File: src/rtl/apb_cmd_master_if.sv
// Command/response handshake and APB bus bundle for apb_cmd_master.
// The master modport is the DUT's view; slave is the environment's view.
interface apb_cmd_master_if #(
   parameter int ADDR_W = 4,
   parameter int DATA_W = 32
);
   logic              cmd_valid;
   logic              cmd_ready;
   logic              cmd_write;
   logic [ADDR_W-1:0] cmd_addr;
   logic [DATA_W-1:0] cmd_wdata;

   logic              rsp_valid;
   logic [DATA_W-1:0] rsp_rdata;
   logic              rsp_err;
   logic              rsp_timeout;

   logic [ADDR_W-1:0] paddr;
   logic              pwrite;
   logic [DATA_W-1:0] pwdata;
   logic              psel;
   logic              penable;
   logic [DATA_W-1:0] prdata;
   logic              pready;
   logic              pslverr;

   modport master (
      input  cmd_valid, cmd_write, cmd_addr, cmd_wdata,
      output cmd_ready,
      output rsp_valid, rsp_rdata, rsp_err, rsp_timeout,
      output paddr, pwrite, pwdata, psel, penable,
      input  prdata, pready, pslverr
   );

   modport slave (
      output cmd_valid, cmd_write, cmd_addr, cmd_wdata,
      input  cmd_ready,
      input  rsp_valid, rsp_rdata, rsp_err, rsp_timeout,
      input  paddr, pwrite, pwdata, psel, penable,
      output prdata, pready, pslverr
   );
endinterface

File: src/rtl/apb_cmd_master.sv
// Single-command APB master: accepts one command in IDLE, runs SETUP/ACCESS,
// and reports completion, slave error or wait-state timeout with a one-cycle pulse.
module apb_cmd_master #(
   parameter int ADDR_W  = 4,
   parameter int DATA_W  = 32,
   parameter int TIMEOUT = 16
) (
   input  logic             pclk,
   input  logic             rstn,
   apb_cmd_master_if.master bus
);
   typedef enum logic [1:0] {
      IDLE   = 2'd0,
      SETUP  = 2'd1,
      ACCESS = 2'd2,
      RESP   = 2'd3
   } state_t;

   localparam int               CNT_W    = 8;
   localparam logic [CNT_W-1:0] TMO_LAST = CNT_W'(TIMEOUT - 1);

   state_t            state_q, state_d;
   logic [CNT_W-1:0]  wait_cnt_q, wait_cnt_d;
   logic [ADDR_W-1:0] paddr_q, paddr_d;
   logic              pwrite_q, pwrite_d;
   logic [DATA_W-1:0] pwdata_q, pwdata_d;
   logic [DATA_W-1:0] rsp_rdata_q, rsp_rdata_d;
   logic              rsp_err_q, rsp_err_d;
   logic              rsp_timeout_q, rsp_timeout_d;
   logic              ready_en_q, ready_en_d;

   // ready_en_q keeps cmd_ready low until the first clock after reset release.
   always_comb begin
      state_d       = state_q;
      wait_cnt_d    = wait_cnt_q;
      paddr_d       = paddr_q;
      pwrite_d      = pwrite_q;
      pwdata_d      = pwdata_q;
      rsp_rdata_d   = rsp_rdata_q;
      rsp_err_d     = rsp_err_q;
      rsp_timeout_d = rsp_timeout_q;
      ready_en_d    = 1'b1;

      case (state_q)
         IDLE: begin
            if (bus.cmd_valid && ready_en_q) begin
               paddr_d    = bus.cmd_addr;
               pwrite_d   = bus.cmd_write;
               pwdata_d   = bus.cmd_wdata;
               wait_cnt_d = '0;
               state_d    = SETUP;
            end
         end
         SETUP: begin
            state_d = ACCESS;
         end
         ACCESS: begin
            // pready wins over a timeout landing in the same cycle
            if (bus.pready) begin
               rsp_rdata_d   = pwrite_q ? '0 : bus.prdata;
               rsp_err_d     = bus.pslverr;
               rsp_timeout_d = 1'b0;
               state_d       = RESP;
            end else if (wait_cnt_q == TMO_LAST) begin
               wait_cnt_d    = wait_cnt_q + 1'b1;
               rsp_rdata_d   = '0;
               rsp_err_d     = 1'b1;
               rsp_timeout_d = 1'b1;
               state_d       = RESP;
            end else begin
               wait_cnt_d = wait_cnt_q + 1'b1;
            end
         end
         RESP: begin
            state_d = IDLE;
         end
         default: begin
            state_d = IDLE;
         end
      endcase
   end

   always_ff @(posedge pclk or negedge rstn) begin
      if (!rstn) begin
         state_q       <= IDLE;
         wait_cnt_q    <= '0;
         paddr_q       <= '0;
         pwrite_q      <= 1'b0;
         pwdata_q      <= '0;
         rsp_rdata_q   <= '0;
         rsp_err_q     <= 1'b0;
         rsp_timeout_q <= 1'b0;
         ready_en_q    <= 1'b0;
      end else begin
         state_q       <= state_d;
         wait_cnt_q    <= wait_cnt_d;
         paddr_q       <= paddr_d;
         pwrite_q      <= pwrite_d;
         pwdata_q      <= pwdata_d;
         rsp_rdata_q   <= rsp_rdata_d;
         rsp_err_q     <= rsp_err_d;
         rsp_timeout_q <= rsp_timeout_d;
         ready_en_q    <= ready_en_d;
      end
   end

   // Bus strobes decode from state so an async reset drops them immediately.
   assign bus.cmd_ready   = (state_q == IDLE) && ready_en_q;
   assign bus.psel        = (state_q == SETUP) || (state_q == ACCESS);
   assign bus.penable     = (state_q == ACCESS);
   assign bus.rsp_valid   = (state_q == RESP);
   assign bus.paddr       = paddr_q;
   assign bus.pwrite      = pwrite_q;
   assign bus.pwdata      = pwdata_q;
   assign bus.rsp_rdata   = rsp_rdata_q;
   assign bus.rsp_err     = rsp_err_q;
   assign bus.rsp_timeout = rsp_timeout_q;

`ifndef SYNTHESIS
   a_access_addr_stable: assert property (@(posedge pclk) disable iff (!rstn)
      (state_q == ACCESS) |-> $stable({paddr_q, pwrite_q, pwdata_q}));
   a_resp_single_cycle: assert property (@(posedge pclk) disable iff (!rstn)
      (state_q == RESP) |=> (state_q == IDLE));
`endif
endmodule

File: src/flat_wrapper.sv
// flat-port wrapper written by rule: the top's interface ports become plain ports
module apb_cmd_master_flat 
#(
   parameter int ADDR_W  = 4,
   parameter int DATA_W  = 32,
   parameter int TIMEOUT = 16
)
  (pclk, rstn, bus_cmd_valid, bus_cmd_write, bus_cmd_addr, bus_cmd_wdata, bus_cmd_ready, bus_rsp_valid, bus_rsp_rdata, bus_rsp_err, bus_rsp_timeout, bus_paddr, bus_pwrite, bus_pwdata, bus_psel, bus_penable, bus_prdata, bus_pready, bus_pslverr);
  apb_cmd_master_if #(.ADDR_W(ADDR_W), .DATA_W(DATA_W)) bus_i ();
  input  logic pclk;
  input  logic rstn;
  input wire logic [$bits(bus_i.cmd_valid)-1:0] bus_cmd_valid;
  input wire logic [$bits(bus_i.cmd_write)-1:0] bus_cmd_write;
  input wire logic [$bits(bus_i.cmd_addr)-1:0] bus_cmd_addr;
  input wire logic [$bits(bus_i.cmd_wdata)-1:0] bus_cmd_wdata;
  output wire logic [$bits(bus_i.cmd_ready)-1:0] bus_cmd_ready;
  output wire logic [$bits(bus_i.rsp_valid)-1:0] bus_rsp_valid;
  output wire logic [$bits(bus_i.rsp_rdata)-1:0] bus_rsp_rdata;
  output wire logic [$bits(bus_i.rsp_err)-1:0] bus_rsp_err;
  output wire logic [$bits(bus_i.rsp_timeout)-1:0] bus_rsp_timeout;
  output wire logic [$bits(bus_i.paddr)-1:0] bus_paddr;
  output wire logic [$bits(bus_i.pwrite)-1:0] bus_pwrite;
  output wire logic [$bits(bus_i.pwdata)-1:0] bus_pwdata;
  output wire logic [$bits(bus_i.psel)-1:0] bus_psel;
  output wire logic [$bits(bus_i.penable)-1:0] bus_penable;
  input wire logic [$bits(bus_i.prdata)-1:0] bus_prdata;
  input wire logic [$bits(bus_i.pready)-1:0] bus_pready;
  input wire logic [$bits(bus_i.pslverr)-1:0] bus_pslverr;
  assign bus_i.cmd_valid = bus_cmd_valid;
  assign bus_i.cmd_write = bus_cmd_write;
  assign bus_i.cmd_addr = bus_cmd_addr;
  assign bus_i.cmd_wdata = bus_cmd_wdata;
  assign bus_cmd_ready = bus_i.cmd_ready;
  assign bus_rsp_valid = bus_i.rsp_valid;
  assign bus_rsp_rdata = bus_i.rsp_rdata;
  assign bus_rsp_err = bus_i.rsp_err;
  assign bus_rsp_timeout = bus_i.rsp_timeout;
  assign bus_paddr = bus_i.paddr;
  assign bus_pwrite = bus_i.pwrite;
  assign bus_pwdata = bus_i.pwdata;
  assign bus_psel = bus_i.psel;
  assign bus_penable = bus_i.penable;
  assign bus_i.prdata = bus_prdata;
  assign bus_i.pready = bus_pready;
  assign bus_i.pslverr = bus_pslverr;
  apb_cmd_master #(.ADDR_W(ADDR_W), .DATA_W(DATA_W), .TIMEOUT(TIMEOUT)) u_core (.pclk(pclk), .rstn(rstn), .bus(bus_i));
endmodule
File: config.mk
export PLATFORM = sky130hd
export DESIGN_NAME = apb_cmd_master_flat
export DESIGN_NICKNAME = d
export VERILOG_FILES = /design/src/rtl/apb_cmd_master_if.sv /design/src/rtl/apb_cmd_master.sv /design/src/flat_wrapper.sv
export SDC_FILE = /design/constraint.sdc
export NUM_CORES = 1
export LEC_CHECK = 0
export ABC_AREA = 1
export BUFFER_PORTS_ARGS = -buffer_cell sky130_fd_sc_hd__buf_2
export CAP_MARGIN = 5
export CORE_UTILIZATION = 48
export CTS_BUF_LIST = sky130_fd_sc_hd__clkbuf_16
export CTS_CLUSTER_DIAMETER = 200
export DETAILED_ROUTE_END_ITERATION = 10
export PLACE_DENSITY_LB_ADDON = 0.12
export SLEW_MARGIN = 40
export SYNTH_ARGS = -nofsm -noshare
export SYNTH_HDL_FRONTEND = slang
export SYNTH_SLANG_ARGS = --single-unit
File: constraint.sdc
create_clock -name pclk -period 2.1 [get_ports pclk]
set_input_delay 0.315 -clock pclk [delete_from_list [all_inputs] [get_ports pclk]]
set_output_delay 0.315 -clock pclk [all_outputs]
set_load 0.03 [all_outputs]
== Yosys cells after proc, flatten, opt, wreduce, memory -nomap -nowiden ==
Cells that the tools add are included.

* Register bits: 82
* Latch bits: 0
* Memory bits (writable): 0
* Memory bits (read-only): 0
* Output and inout port bits: 75
* Memories: 0

* Add/subtract/negate cells: 1
* $mul: 0
* Divide/modulo/power cells: 0
* Magnitude comparators: 0
* Equal/unequal tests: 7
* Shift operators: 0
* Muxes and demuxes: 13
* Bitwise operators: 0
* Reductions and logical operators: 10

{| class="wikitable"
|+ Operators with widths
! operator !! number
|-
| $mux W32 || 3
|-
| $mux W8 || 2
|-
| $pmux W8 S2 || 1
|-
| $add A8 B1 Y8 const B || 1
|-
| $eq A8 B4 Y1 const B || 1
|-
| $pmux W2 S4 || 1
|-
| $mux W2 || 3
|-
| $reduce_and A2 Y1 || 3
|-
| $eq A2 B2 Y1 const B || 2
|-
| $reduce_bool A2 Y1 || 2
|-
| $mux W1 || 3
|-
| $ne A3 B1 Y1 const B || 1
|-
| $reduce_and A3 Y1 || 1
|-
| $eq A2 B1 Y1 const B || 1
|-
| $logic_and A1 B1 Y1 || 2
|-
| $logic_not A2 Y1 || 1
|-
| $ne A2 B1 Y1 const B || 1
|-
| $ne A2 B2 Y1 const B || 1
|-
| $logic_or A1 B1 Y1 || 1
|}

== Depth between registers and ports, before layout ==
Gate-level depths: netlist of the first run.

* Word-level depth: 4
* Mapped depth: 9
* Mapped depth without buffers: 8

== Least setup slack after synthesis of the first run ==
OpenSTA, ideal clock, no wires.

* Path kind: reg2reg
* Start: register u_core.state_q[0]
* End: register u_core.wait_cnt_q[3]
* Arrival: 1.555 ns
* Path slack: 0.421 ns
* Stages on the path, launching flop included: 9
* Path buffers: 1
* Clock period less this slack: 1.679 ns
* Cells stage by stage: dfrtp_1 > inv_1 > ha_1 > buf_4 > o21ai_1 > nor2_4 > inv_1 > nand2_1 > o21ai_1

* Longest elaborated chain between the ends: 3
* Elaborated cells between the ends (all ways): 7
* Those cells by class: 3 x eq/ne; 1 x mux; 3 x reduce/logical

{| class="wikitable"
|+ Ends and longest elaborated chain
! item !! line !! RTL
|-
| start: declaration || apb_cmd_master.sv:22 || <nowiki>state_t state_q, state_d;</nowiki>
|-
| start signal: assignment || apb_cmd_master.sv:95 || <nowiki>state_q <= state_d;</nowiki>
|-
| $eq A2 B2 Y1 * || -- ||
|-
| net bus_penable || flat_wrapper.sv:25 || <nowiki>output wire logic [$bits(bus_i.penable)-1:0] bus_penable;</nowiki>
|-
| $ne A2 B2 Y1 (no line) or $reduce_bool A2 Y1 (tied branches) || -- ||
|-
| $reduce_and A3 Y1 (no line) || -- ||
|-
| end signal: assignment || apb_cmd_master.sv:96 || <nowiki>wait_cnt_q <= wait_cnt_d;</nowiki>
|-
| end: declaration || apb_cmd_master.sv:23 || <nowiki>logic [CNT_W-1:0] wait_cnt_q, wait_cnt_d;</nowiki>
|}

Mark *: on every way through the listed nets, which the timed path passes. The rest lies on a longest branch.
A chain may end at the register's enable or synchronous reset.

== Worst setup path in the final report of the first run ==
* Start: register u_core.state_q[0]
* End: output port bus_penable

* Longest elaborated chain between the ends: 1

{| class="wikitable"
|+ Ends and longest elaborated chain
! item !! line !! RTL
|-
| $eq A2 B2 Y1 || apb_cmd_master.sv:110 || <nowiki>assign bus.penable = (state_q == ACCESS);</nowiki>
|-
| end: declaration || flat_wrapper.sv:25 ||
|}

Every way passes these cells.

==> results.toml, run 1 <==
[layout]
multi_input_area_sq_mm = 0.00136
diodes = 0
utilization_pct = 65.3
drive_above_1_share_pct = 45.1
n_fill_cell = 614
register_area_sq_mm = 0.00205
nets = 555
finalNonFillerCells = 580
syn2layout_area_growth_pct = 32.0

[cts]
clock_sinks = 82
cts.clk_slew.worst_paths_ns = 0.06
htree_num_levels = 3
ctsLongestPathBuffers = 2
post_cts.repair.setup_buffers = 0
worstSkewPairLatency_ns = 0.33
cts_tree = "done"
cts_buffers = 9
cts_root_buffer = "clkbuf_16"

[route]
avgViaCountPerCell = 4.84
drt_iter0_drc = 138
drt-total-wl_um = 7690
ant_nets = 0
num_vias = 2810
drc = 0
firstDrtPassIters = 6
wire_per_inst_um = 13.3

[timing]
timing_hold_violations_final = 0
setup_viol_count_final = 0
min_period_over_period_pct = 90.4
finalSetupTns_ns = 0
clock.fmax_ghz = 0.527
grt_setup_unrepaired = "no"
holdWs_ns = 0.181
skew_ns = 0.00705
final-max-slew-violation-count = 0
finalCriticalPeriod_ns = 1.90

[worst_setup_path]
worstPathMaxFanout = 12
cp.arrival_ns = 1.58
crit_start = "u_core.state_q[0]"
cp_slowest_stage_delay_ns = 0.46
cp-end-kind = "primary output"
worst-setup-path-type = "flip-flop to primary output"
rrSetupSlack_ns = 0.35
reg2reg_from = "u_core.state_q[0]"
worstPathCellList = "inv_1 > ha_1 > buf_2"
cp_slowest_cell = "ha_1"
crit_path_start_kind = "flip-flop"
crit_required_ns = 1.78

[logic_synthesis]
ys_ff_latch = 82
syn_nets = 401
synth_area_sq_mm = 0.00357
avgSynthCellArea_sq_um = 11.1
yosysSeqAreaShare_pct = 57.5
synthCells = 322
yosys_warnings = 0
yosys.cell_types.count = 28

[floorplanning]
start_util_pct = 49.5
core-area_sq_mm = 0.00721
dieArea_sq_mm = 0.00779
die_x_um = 88.3
io_pins = 149
chipHeight_um = 88.3
fp-row-count = 31

[place]
dp_cells = 563
portBuffers = 148
post-dp-hpwl_um = 5390
place_congestion = 0.886

[global_route]
grt_pass1_vias = 2577
grt_overflow = 0
antenna_found_initial = 0
grt_max_degree = 41
grt_pass1_wl_um = 12200
grt_usage_pct = 20.8

[power]
leakagePower_uw = 0.00267
powerDensity_mw_per_mm2 = 1680
peakVddDrop_mv = 0.974

[job]
cap_violations = 0

[worst_hold_path]
hp-start = "bus_prdata[11]"
hold_class = "input pin to flip-flop"

[status]
outcome = "finished clean"
==> Yosys cell counts <==
cell type / count / area (sq um)
nand2_1: 98 / 368
dfrtp_1: 82 / 2050
nand3_1: 41 / 205
mux2_4: 30 / 450
inv_1: 14 / 52.6
mux2_2: 7 / 78.8
buf_6: 6 / 67.6
nor2_1: 6 / 22.5
ha_1: 5 / 62.6
nand4_1: 4 / 25.0
a21oi_1: 3 / 15.0
buf_1: 3 / 11.3
buf_2: 3 / 15.0
o21ai_1: 3 / 15.0
inv_2: 2 / 7.51
o21ai_0: 2 / 10.0
or2_2: 2 / 12.5
a21boi_0: 1 / 7.51
buf_4: 1 / 7.51
conb_1: 1 / 3.75
nand2_2: 1 / 6.26
nand2_4: 1 / 11.3
nand3_2: 1 / 10.0
nand4_4: 1 / 21.3
nor2_2: 1 / 6.26
nor2_4: 1 / 11.3
o211ai_1: 1 / 7.51
o21bai_1: 1 / 7.51
==> cell usage in the layout, fill, tap and decap left out, types with 5 or more instances in the layout <==
cell / count
buf_2: 147
nand2_1: 98
dfrtp_1: 82
nand3_1: 41
mux2_4: 30
inv_1: 14
clkbuf_16: 9
mux2_2: 7
nor2_1: 6
ha_1: 5
buf_4: 5
==> worst max-delay path: cells and delay by family, from the launching register on <==
family                   cells  cell delay, ns
adder cells (fa/ha/maj)      1            0.46
buffers and inverters        2            0.40
flip-flops                   1            0.39
==> flip-flops by register name (all words and copies together), names as in the netlist <==
name                    count
u_core.ready_en_q           1
u_core.state_q              2
u_core.bus.paddr            4
u_core.bus.rsp_timeout      1
u_core.bus.pwdata          32
u_core.wait_cnt_q           8
u_core.bus.pwrite           1
u_core.bus.rsp_rdata       32
u_core.bus.rsp_err          1
==> path summary, 6_finish.rpt <==
check / to / cells past startpoint
worst min register to register: u_core.bus.rsp_rdata[10] / 2
worst min-delay path: u_core.bus.rsp_rdata[11] / 3
worst max register to register: u_core.wait_cnt_q[3] / 8
worst max-delay path: bus_penable / 3
min in group asynchronous: u_core.bus.rsp_rdata[18] / 2
max in group asynchronous: u_core.bus.pwdata[19] / 3
==> cell families after synthesis <==
kind of cell | synth area share [%]
compound gates | 1.75
other cells | 0.105
buf+inv | 4.52
simple gates | 19.6
flops | 57.5
mux | 14.8
fa+ha+maj | 1.75
==> through the flow <==
stage          setup WS, ns  power, uW  cell area (sq um)
2_1_floorplan         0.421       5410               3570
3_3_place_gp          0.459       6430               4430
3_5_place_dp          0.355       6500               4430
4_1_cts               0.195       7990               4710
5_1_grt               0.136       8420               4710
6_report              0.202       7910               4710
==> report_power, final <==
group,internal [uW],switching [uW],leakage [uW]
clock network,809,644,0.000134
registers,2290,366,0.00103
logic,1340,2450,0.00151
total,4440,3460,0.00267
==> metal layers <==
metal | vias up | global-route usage, % | share of wire [%] | routed length (um)
met3 | 7 | 4.38 | 6.5 | 498
met4 | 0 | 8.94 | 1.3 | 98
met5 | - | 0 | 0 | 0
li1 | 1361 | - | - | -
met1 | 1336 | 27.3 | 45 | 3430
met2 | 106 | 33.5 | 48 | 3660
==> final cells by class <==
cell class                 instances  share of cell area, %
inverter                          16                   1.27
multi-input combinational        211                   28.8
tap                               99                   2.63
sequential                        82                   43.5
timing repair buffer             156                   17.9
clock buffer                       9                   4.78
clock inverter                     7                   1.09
==> what timing repair did <==
action,CTS,global route
gates resized for setup,0,0
hold buffers,1,0
hold endpoints to repair,22,0
endpoints found under the setup margin,0,0
(Power assumes the default switching activity.)
==> inputs of run 2 (changes only) <==
Settings changed: CORE_UTILIZATION 48 to 35.
==> run 2 against run 1 <==
  * First-iteration DRC count decreased by 16%
  * Final cell count increased by 6.0%
  * Maximum frequency decreased by 0.66%
  * Clock power increased by 15%
  * Critical path depth unchanged
  * Non-clock buffer count increased by 1
  * Critical endpoint unchanged
  * Largest cell class unchanged
==> results.toml, run 2 (synthesized netlist as in run 1, its figures left out) <==
[status]
outcome = "finished clean"

[worst_setup_path]
worst-setup-path-type = "flip-flop to primary output"
worstPathMaxFanout = 12
crit_required_ns = 1.78
cp-end-kind = "primary output"
cp.arrival_ns = 1.60
reg2reg_from = "u_core.state_q[0]"
crit_path_start_kind = "flip-flop"
crit_start = "u_core.state_q[0]"

[global_route]
grt_pass1_vias = 2609
grt_overflow = 0
grt_usage_pct = 15.9
grt_max_degree = 47
antenna_found_initial = 0
grt_pass1_wl_um = 12700

[power]
fin_total_pwr_uw = 8140
p_switching_uw = 3460
combPwrFrac_pct = 46.6
p_clk_share_pct = 20.6
power.internal_uw = 4680
p_sw_share_pct = 42.6
leakagePower_uw = 0.00270
p_seq_share_pct = 32.9
powerDensity_mw_per_mm2 = 1690
peakVddDrop_mv = 0.746

[timing]
finalCriticalPeriod_ns = 1.91
finalSetupTns_ns = 0
timing_hold_violations_final = 0
skew_ns = 0.0110
clock.fmax_ghz = 0.523
grt_setup_unrepaired = "no"
final-max-slew-violation-count = 0
setup_viol_count_final = 0
min_period_over_period_pct = 91.0

[layout]
nets = 556
drive_above_1_share_pct = 45.0
syn2layout_area_growth_pct = 34.9
diodes = 0
final_common_cell = "buf_2"
layout_common_cells = "buf_2, nand2_1, dfrtp_1, nand3_1, mux2_4"

[route]
firstDrtPassIters = 5
drc = 0
num_vias = 2742
route.met2.wl_um = 3760
met3WireLength_um = 556
ant_nets = 0
met1_length_um = 3810
highest_layer = "met4"
wire_per_inst_um = 13.5
avgViaCountPerCell = 4.46
drt-total-wl_um = 8280
drt_iter0_drc = 116

[floorplanning]
start_util_pct = 36.4
core-area_sq_mm = 0.00982
chipHeight_um = 103
fp-row-count = 36
io_pins = 149
dieArea_sq_mm = 0.0106
die_x_um = 103

[cts]
cts_buffers = 9
cts_tree = "done"
cts_root_buffer = "clkbuf_16"
ctsLongestPathBuffers = 2
worstSkewPairLatency_ns = 0.34
post_cts.repair.setup_buffers = 0
clock_sinks = 82
htree_num_levels = 3
cts.clk_slew.worst_paths_ns = 0.06

[place]
place_congestion = 0.793
portBuffers = 148
post-dp-hpwl_um = 5810

[job]
cap_violations = 0

[worst_hold_path]
hp-start = "bus_prdata[19]"
hold_class = "input pin to flip-flop"
==> run 2: cell count changes in the layout (fill, tap and decap cells not counted), sizes merged <==
cell / previous run / this run
buf: 155 / 156
inv: 19 / 17
bufinv: 0 / 2
==> run 2: what timing repair did <==
item | 4_1_cts | 5_1_grt
hold buffers | 1 | 0
resized for setup | 0 | 0
endpoints found under the hold margin | 36 | 0
==> run 2: power groups by stage <==
stage | Clock, uW | Combinational, uW | Sequential, uW
after CTS | 1720 | 3850 | 2680
after detailed placement | 0 | 3850 | 2690
final | 1670 | 3790 | 2670
after global routing | 1790 | 4110 | 2770
after global placement | 0 | 3810 | 2680
after floorplan | 0 | 1390 | 4020
==> run 2: layout make-up <==
type	count	area, sq um
Fill cell	974	5000
Sequential cell	82	2050
Multi-Input combinational cell	211	1360
Timing Repair Buffer	157	863
Clock buffer	9	225
Tap cell	133	166
Clock inverter	7	92.6
Inverter	16	60.1
==> run 2: final timing paths <==
check | end | slack, ns | cells past startpoint
setup reg to reg | u_core.wait_cnt_q[3] | 0.35 | 7
max in group asynchronous | u_core.bus.pwdata[29] | 0.97 | 3
setup / recovery | bus_penable | 0.19 | 3
min in group asynchronous | u_core.bus.rsp_rdata[12] | 0.51 | 2
hold reg to reg | u_core.bus.rsp_rdata[10] | 0.49 | 2
hold / removal | u_core.bus.rsp_rdata[19] | 0.18 | 3
==> run 2: stage by stage <==
stage | std cells | utilization [%] | hold slack [ns] | setup WS, ns | instance area, sq um
6_report | 615 | 49.1 | 0.179 | 0.189 | 4820
5_1_grt | 615 | 49.1 | 0.175 | 0.0729 | 4820
3_5_place_dp | 598 | 45.7 | 0.319 | 0.323 | 4490
2_1_floorplan | 322 | - | 0.0194 | 0.421 | 3570
4_1_cts | 615 | 49.1 | 0.165 | 0.154 | 4820
3_3_place_gp | 598 | 45.7 | 0.314 | 0.388 | 4490
==> run 2: per-layer routing <==
metal / global-route usage, % / vias to the layer above
met5: 0 / -
met4: 7.15 / 0
met3: 4.95 / 12
met2: 23.9 / 96
met1: 20.9 / 1271
li1: - / 1363
==> run 2: worst max-delay path, cell delays in order (launching register included) <==
cell     delay, ns
dfrtp_1       0.39
inv_1         0.11
ha_1          0.47
buf_2         0.30
==> inputs of run 3 (changes only) <==
Settings changed: REMOVE_ABC_BUFFERS set to 1.
Clock period 2.1 ns to 1.83 ns, I/O delays scaled along.
==> run 3 against run 2 <==
  * Clock power is 14% higher
  * First-iteration DRC count is 16% lower
  * Sequential power is 15% higher
  * Core utilization is 0.25 points higher
  * Largest power group unchanged
==> results.toml, run 3 (synthesized netlist as in run 1, its figures left out) <==
[timing]
grt_setup_unrepaired = "no"
clock.fmax_ghz = 0.606
holdWs_ns = 0.139
min_period_over_period_pct = 90.2
setup_viol_count_final = 0
finalCriticalPeriod_ns = 1.65
finalSetupTns_ns = 0
skew_ns = 0.00655
timing_hold_violations_final = 0
final-max-slew-violation-count = 0

[floorplanning]
chipHeight_um = 103
io_pins = 149
die_x_um = 103
dieArea_sq_mm = 0.0106
core-area_sq_mm = 0.00982
start_util_pct = 36.4
fp-row-count = 36

[route]
drt_iter0_drc = 98
num_vias = 2761
drt-total-wl_um = 8260
drc = 0
wire_per_inst_um = 13.4
avgViaCountPerCell = 4.47
firstDrtPassIters = 4
ant_nets = 0

[cts]
clock_sinks = 82
cts_tree = "done"
cts.clk_slew.worst_paths_ns = 0.06
ctsResizeCount = 0
htree_num_levels = 3
cts_root_buffer = "clkbuf_16"
worstSkewPairLatency_ns = 0.33
ctsLongestPathBuffers = 2
cts_buffers = 9

[worst_setup_path]
crit_path_start_kind = "flip-flop"
crit_start = "u_core.state_q[0]"
worstPathMaxFanout = 10
cp-end-kind = "flip-flop"
crit_required_ns = 2.04
cp.arrival_ns = 1.86
rrSetupSlack_ns = 0.18
reg2reg_from = "u_core.state_q[0]"
reg2reg_depth = 7
r2r-end = "u_core.bus.pwdata[14]"
worst-setup-path-type = "flip-flop to flip-flop"

[status]
outcome = "finished clean"

[worst_hold_path]
hold_depth = 3
hold_class = "input pin to flip-flop"
hold_end = "u_core.bus.rsp_rdata[18]"
hp-start = "bus_prdata[18]"

[global_route]
gr-max-usage-layer = "met2"
grt_usage_pct = 16.4
grt_max_degree = 36
use_met2_pct = 25.0
grtUsageMet1_pct = 21.0
grt_pass1_wl_um = 13100
grt_pass1_vias = 2663
grt_use_met3_pct = 5.76
grt_overflow = 0
antenna_found_initial = 0

[layout]
drive_above_1_share_pct = 45.6
diodes = 0
layout_common_cells = "buf_2, nand2_1, dfrtp_1, nand3_1, mux2_4"
nets = 559
final_common_cell = "buf_2"
syn2layout_area_growth_pct = 35.6
utilization_pct = 49.3

[place]
place_congestion = 0.799
portBuffers = 148
post-dp-hpwl_um = 5940

[job]
cap_violations = 0

[power]
peakVddDrop_mv = 0.795
leakagePower_uw = 0.00272
powerDensity_mw_per_mm2 = 1940
==> run 3: where the power goes <==
part           total [uW]  internal (uW)  switching, uW
combinational        4410           1580           2830
sequential           3080           2630            451
clock                1910           1190            717
==> run 3: layout make-up <==
| cell class | count | area, sq um |
|---|---|---|
| Clock inverter | 7 | 95.1 |
| Timing Repair Buffer | 160 | 886 |
| Clock buffer | 9 | 225 |
| Multi-Input combinational cell | 211 | 1360 |
| Sequential cell | 82 | 2050 |
| Tap cell | 133 | 166 |
| Inverter | 16 | 60.1 |
| Fill cell | 947 | 4980 |
==> run 3: how the worst max path moves through the flow <==
| stage | endpoint | slack (ns) | depth (start not counted) |
|---|---|---|---|
| after detailed placement | u_core.bus.pwdata[5] | 0.18 | 7 |
| after floorplan | u_core.bus.rsp_rdata[0] | -0.63 | 6 |
| final | u_core.bus.pwdata[14] | 0.18 | 7 |
| after global routing | u_core.state_q[0] | 0.02 | 9 |
| after CTS | u_core.bus.pwdata[30] | 0.17 | 7 |
| after global placement | u_core.bus.pwdata[30] | 0.21 | 7 |
==> run 3: repair_timing <==
item / 4_1_cts / 5_1_grt
buffers inserted: 0 / 0
endpoints found under the setup margin: 0 / 0
hold buffers: 1 / 0
endpoints found under the hold margin: 25 / 0
==> run 3: stage by stage <==
step           cells  worst slack, ns  cell area (sq um)  total power (uW)
3_3_place_gp     601            0.213               4510              7510
3_5_place_dp     601            0.185               4510              7570
4_1_cts          618            0.170               4840              9530
5_1_grt          618           0.0187               4840             10000
6_report         618            0.180               4840              9400
2_1_floorplan    309           -0.633               3470              6150
==> run 3: worst max-delay path: stages, from the launching register on <==
cell     delay [ns]
dfrtp_1        0.38
inv_1          0.09
ha_1           0.23
nand2_1        0.08
inv_2          0.05
nand2_4        0.18
buf_4          0.22
mux2_4         0.31
==> run 3: metal layers <==
layer | wire length (um) | vias to the layer above | share of wire (%)
met5 | 0 | - | 0
met4 | 138 | 0 | 1.7
met3 | 551 | 12 | 6.7
met2 | 3880 | 85 | 47
met1 | 3700 | 1294 | 45
li1 | - | 1370 | -
